--- src/rtl/divider_seq_ctrl.sv ---
// -----------------------------------------------------------------------------
// divider_seq_ctrl
//
// Purpose:
//   Sequential wrapper around a combinational unsigned 32-bit array divider.
//   - Accepts signed or unsigned operands over a valid/ready handshake.
//   - Converts signed operands to magnitudes and registers them as the array
//     inputs.
//   - Waits CALC_CYCLES edges for the array's multicycle path to settle.
//   - Restores the result signs and holds the result until downstream
//     accepts it.
//   - Divide-by-zero is answered directly, without using the array.
//
// Parameters:
//   CALC_CYCLES  settle cycles allowed for the array after its inputs are
//                registered (1..15)
//
// Ports:
//   clk          clock, all state updates on the rising edge
//   reset        synchronous active-high reset
//   in_valid     operand request valid
//   in_ready     block can accept a request (high only in IDLE)
//   a, b         dividend, divisor
//   is_signed    1 = two's-complement division, 0 = unsigned
//   out_valid    result valid (high only in DONE)
//   out_ready    downstream accepts result
//   q, rem       quotient, remainder
//   div_by_zero  result came from a zero divisor; qualified by out_valid
// -----------------------------------------------------------------------------
module divider_seq_ctrl #(
    parameter int CALC_CYCLES = 2
) (
    input  logic        clk,
    input  logic        reset,
    input  logic        in_valid,
    output logic        in_ready,
    input  logic [31:0] a,
    input  logic [31:0] b,
    input  logic        is_signed,
    output logic        out_valid,
    input  logic        out_ready,
    output logic [31:0] q,
    output logic [31:0] rem,
    output logic        div_by_zero
);

    typedef enum logic [1:0] {
        IDLE = 2'd0,
        CALC = 2'd1,
        DONE = 2'd2
    } state_t;

    localparam logic [3:0] COUNT_LOAD = 4'(CALC_CYCLES - 1);

    state_t      r_state;
    state_t      w_state_next;
    logic [3:0]  r_count;
    logic        r_sign_a;
    logic        r_sign_b;
    logic [31:0] r_mag_a;
    logic [31:0] r_mag_b;
    logic [31:0] r_q;
    logic [31:0] r_rem;
    logic        r_dbz;

    logic        w_accept;
    logic        w_sign_a;
    logic        w_sign_b;
    logic [31:0] w_q_arr;
    logic [31:0] w_rem_arr;

    // -------------------------------------------------------------------------
    // Combinational restoring array divider.
    // It is driven only from r_mag_a / r_mag_b, so its multicycle path starts
    // at registers. Each stage shifts in one dividend bit (MSB first) and
    // subtracts the divisor when that does not borrow.
    // -------------------------------------------------------------------------
    logic [31:0] w_part_rem [0:32];

    assign w_part_rem[0] = 32'd0;

    generate
        for (genvar gi = 0; gi < 32; gi++) begin : g_div_stage
            logic [32:0] w_partial;
            logic [32:0] w_diff;

            assign w_partial = {w_part_rem[gi], r_mag_a[31-gi]};
            assign w_diff    = w_partial - {1'b0, r_mag_b};

            // The partial remainder is always below twice the divisor, so
            // bit 32 of the difference is set exactly when the subtraction
            // borrows.
            assign w_q_arr[31-gi]    = ~w_diff[32];
            assign w_part_rem[gi+1]  = w_diff[32] ? w_partial[31:0] : w_diff[31:0];
        end
    endgenerate

    assign w_rem_arr = w_part_rem[32];

    // -------------------------------------------------------------------------
    // Handshake and FSM
    // -------------------------------------------------------------------------
    assign in_ready  = (r_state == IDLE);
    assign out_valid = (r_state == DONE);
    assign w_accept  = in_valid && (r_state == IDLE);
    assign w_sign_a  = a[31] & is_signed;
    assign w_sign_b  = b[31] & is_signed;

    always_ff @(posedge clk) begin
        if (reset) begin
            r_state <= IDLE;
        end else begin
            r_state <= w_state_next;
        end
    end

    always_comb begin
        w_state_next = r_state;
        case (r_state)
            IDLE: begin
                if (in_valid) begin
                    w_state_next = (b == 32'd0) ? DONE : CALC;
                end
            end
            CALC: begin
                if (r_count == 4'd0) begin
                    w_state_next = DONE;
                end
            end
            DONE: begin
                if (out_ready) begin
                    w_state_next = IDLE;
                end
            end
            default: w_state_next = IDLE;
        endcase
    end

    // -------------------------------------------------------------------------
    // Datapath registers
    // -------------------------------------------------------------------------
    always_ff @(posedge clk) begin
        if (reset) begin
            r_count  <= 4'd0;
            r_sign_a <= 1'b0;
            r_sign_b <= 1'b0;
            r_mag_a  <= 32'd0;
            r_mag_b  <= 32'd0;
            r_q      <= 32'd0;
            r_rem    <= 32'd0;
            r_dbz    <= 1'b0;
        end else begin
            if (w_accept) begin
                r_sign_a <= w_sign_a;
                r_sign_b <= w_sign_b;
                if (b == 32'd0) begin
                    // The dividend is returned raw, even in signed mode.
                    r_q   <= 32'hFFFF_FFFF;
                    r_rem <= a;
                    r_dbz <= 1'b1;
                end else begin
                    r_mag_a <= w_sign_a ? (~a + 32'd1) : a;
                    r_mag_b <= w_sign_b ? (~b + 32'd1) : b;
                    r_count <= COUNT_LOAD;
                end
            end

            if (r_state == CALC) begin
                if (r_count == 4'd0) begin
                    // The quotient sign is the XOR of the operand signs.
                    // The remainder follows the dividend's sign.
                    r_q   <= (r_sign_a ^ r_sign_b) ? (~w_q_arr + 32'd1) : w_q_arr;
                    r_rem <= r_sign_a ? (~w_rem_arr + 32'd1) : w_rem_arr;
                    r_dbz <= 1'b0;
                end else begin
                    r_count <= r_count - 4'd1;
                end
            end
        end
    end

    assign q           = r_q;
    assign rem         = r_rem;
    assign div_by_zero = r_dbz;

endmodule

--- config.mk ---
export PLATFORM = sky130hd
export DESIGN_NAME = divider_seq_ctrl
export DESIGN_NICKNAME = d
export VERILOG_FILES = /design/src/rtl/divider_seq_ctrl.sv
export SDC_FILE = /design/constraint.sdc
export NUM_CORES = 2
export LEC_CHECK = 0
export BUFFER_PORTS_ARGS = -buffer_cell sky130_fd_sc_hd__buf_2
export CAP_MARGIN = 15
export CORE_UTILIZATION = 45
export CTS_CLUSTER_SIZE = 14
export DETAILED_ROUTE_END_ITERATION = 16
export GPL_TIMING_DRIVEN = 1
export SLEW_MARGIN = 20
export SYNTH_ARGS = -nofsm -noshare
export SYNTH_HDL_FRONTEND = slang
export SYNTH_SLANG_ARGS = --single-unit
--- constraint.sdc ---
create_clock -name clk -period 328 [get_ports clk]
set_input_delay 82 -clock clk [delete_from_list [all_inputs] [get_ports clk]]
set_output_delay 82 -clock clk [all_outputs]
set_load 0.01 [all_outputs]
==> impl_metrics.env <==
export IMPL_place_gp_congestion=1.00
export IMPL_yosysSeqAreaShare_pct=4.26
export IMPL_antenna_found_initial=4
export IMPL_fin_nets=10300
export IMPL_cts_tree="built"
export IMPL_status="finished, final reports clean"
export IMPL_drc=0
export IMPL_place_hpwl_mm=197
export IMPL_via_count=68000
export IMPL_synth_compound_area_share_pct=29.8
export IMPL_numCtsBuffers=17
export IMPL_synth_cell_types=132
export IMPL_ctsHtreeMaxLevel=4
export IMPL_fin_skew_ns=0.0226
export IMPL_cp_top_family="compound AO/OA/AOI/OAI gates"
export IMPL_layout_common_cells="1100 x nor2_1, 998 x ha_1, 853 x nand2_1, 655 x o21ai_0, 609 x a21oi_1"
export IMPL_min_period_ns=192.95
export IMPL_cts_sinks=137
export IMPL_synthFlopType="dfxtp_1"
export IMPL_end_kind="flip-flop"
export IMPL_fill_cells=14400
export IMPL_track_usage_pct=33.0
export IMPL_grt_remaining_overflow=0
export IMPL_syn_area_per_cell_um2=7.04
export IMPL_portBuffers=135
export IMPL_relSlewSlack_pct=17.0
export IMPL_period_share_pct=58.8
export IMPL_cts_resized=0
export IMPL_cts_hold_buf=0
export IMPL_slew_viol_final=0
export IMPL_cts_buffer_depth=2
export IMPL_finalSetupTns_ns=0
export IMPL_drtIter0Drc=5746
export IMPL_design_core_area_mm2=0.142
export IMPL_synthToLayoutAreaGrowth_pct=5.55
export IMPL_die_h_um=380
export IMPL_hold_worst_slack_ns=0.478
export IMPL_arrival_ns=193.31
export IMPL_grt_first_pass_wirelength_mm=373
export IMPL_wirelength_mm=250
export IMPL_cts_setup_buffers=0
export IMPL_drt_first_pass_iters=6
export IMPL_start_kind="flip-flop"
export IMPL_path_class="reg2reg"
export IMPL_synth_top_family_by_area="compound AO/OA/AOI/OAI gates"
export IMPL_hold_class="reg2reg"
export IMPL_die_x_um=380
export IMPL_pin_count=136
export IMPL_synth_fa_ha_area_share_pct=20.4
export IMPL_fp_row_count=138
export IMPL_ys_async_sr_fraction_pct=0
export IMPL_path_common_cell="o21ai_0"
export IMPL_synthXorXnorAreaFrac_pct=11.1
export IMPL_worst_pin_slew_ns=1.23
export IMPL_ant_nets=0
export IMPL_cp_num_buf_inv=39
export IMPL_root_buffer="clkbuf_16"
export IMPL_yosys_warnings=0
export IMPL_top_layer_used="met4"
export IMPL_worstPathRequired_ns=328.36
export IMPL_wl_met3_mm=17.5
export IMPL_slowest_delay_ns=1.02
export IMPL_cp_slowest_cell="nor3_1"
export IMPL_clk_pin_slew_ns=0.08
export IMPL_clock_fmax_ghz=0.00518
export IMPL_wl_met1_mm=110
export IMPL_synth_simple_area_share_pct=20.5
export IMPL_route_met2_wl_mm=109
export IMPL_grt_pass1_vias=62600
export IMPL_dieArea_mm2=0.144
export IMPL_multi_input_area_mm2=0.0583
export IMPL_start_util_pct=45.4
export IMPL_synth_cells=9135
export IMPL_syn_cell_area_mm2=0.0643
export IMPL_final_common_cell="nor2_1"
export IMPL_drive_gt1_share_pct=9.05
export IMPL_setup_viol=0
export IMPL_clk_latency_ns=0.52
export IMPL_synth_mux_area_share_pct=8.37
export IMPL_cap_violations=0
export IMPL_wl_per_cell_um=22.5
export IMPL_cp_max_fo=59
export IMPL_seqCellArea_mm2=0.00275
export IMPL_hold_violations=0
export IMPL_place_inst=11000
export IMPL_ys_ff_latch=137
export IMPL_grt_max_degree=79
export IMPL_rsz0062_at_grt="no"
export IMPL_synth_edff_count=0
export IMPL_fin_cells=11100
export IMPL_vias_per_cell=6.13
-- cells in the mapped netlist, types with 33 or more instances --
cell | count | area share (%)
o31ai_1 | 99 | 1.2
a21oi_1 | 610 | 4.7
nand3_1 | 147 | 1.1
and2_1 | 64 | 0.62
a21boi_0 | 250 | 2.9
clkbuf_1 | 153 | 0.89
mux2_2 | 353 | 6.2
mux2i_1 | 125 | 1.9
inv_1 | 591 | 3.4
buf_4 | 33 | 0.39
or3_1 | 60 | 0.58
xor2_1 | 348 | 4.7
and3_1 | 54 | 0.53
or2_2 | 37 | 0.36
o21ai_0 | 655 | 5.1
nor2b_1 | 107 | 1.0
nor2_1 | 1104 | 6.4
xnor2_1 | 447 | 6.1
o21a_1 | 98 | 1.1
o21bai_1 | 69 | 0.81
a211oi_1 | 141 | 1.6
ha_1 | 998 | 19
a31oi_1 | 54 | 0.53
nor3_1 | 169 | 1.3
a21o_1 | 473 | 5.5
nand2_1 | 856 | 5.0
o211ai_1 | 53 | 0.62
nand2b_1 | 149 | 1.4
dfxtp_1 | 137 | 4.3
-- through the flow --
step / util [%] / worst slack [ns] / area, um2
after CTS: 47.9 / 137.98 / 67900
after detailed placement: 47.4 / 139.41 / 67300
after floorplan: - / 146.71 / 64400
final: 47.9 / 135.05 / 67900
after global routing: 47.9 / 116.92 / 67900
after global placement: 47.4 / 143.10 / 67300
-- area by class of cell --
class                   count  area share [%]
inverters                 596            3.30
clock inverters            14           0.262
clock buffers              18           0.647
diodes                      2         0.00737
flip-flops and latches    137            4.05
multi-input cells        8165            85.9
well taps                1890            3.48
repair buffers            260            2.40
-- routing by layer --
metal	GRT usage [%]	up-vias
li1	-	33100
met2	53.2	2395
met3	4.44	509
met4	15.0	0
met1	43.3	31900
met5	0	-
-- state kept, by name, indices dropped and copies added (netlist names) --
register	count
r_sign_b	1
r_mag_b	32
div_by_zero	1
r_count	4
rem	32
r_sign_a	1
r_mag_a	32
q	32
r_state	2
-- final timing paths --
path	startpoint	to	slack [ns]	depth (start not counted)
worst max-delay path	r_mag_a[31]	q[24]	135.05	905
worst min-delay path	rem[6]	rem[6]	0.48	2
worst max register to register	r_mag_a[31]	q[24]	135.05	889
worst min register to register	rem[6]	rem[6]	0.48	2
-- logic make-up after synthesis --
logic type      count (synthesis)
compound gates               2905
buf+inv                       847
fa+ha+maj                    1032
simple gates                 2920
other cells                     1
flops                         137
xor+xnor                      805
mux                           488
-- worst min-delay path: stages, from the launching register on --
cell and delay, ns:
dfxtp_1 0.32, nand2_1 0.05, a311oi_1 0.07
Power is left out: the tool's default activity adds up to more than one toggle a clock period on the data nets, which glitch-free logic cannot reach.
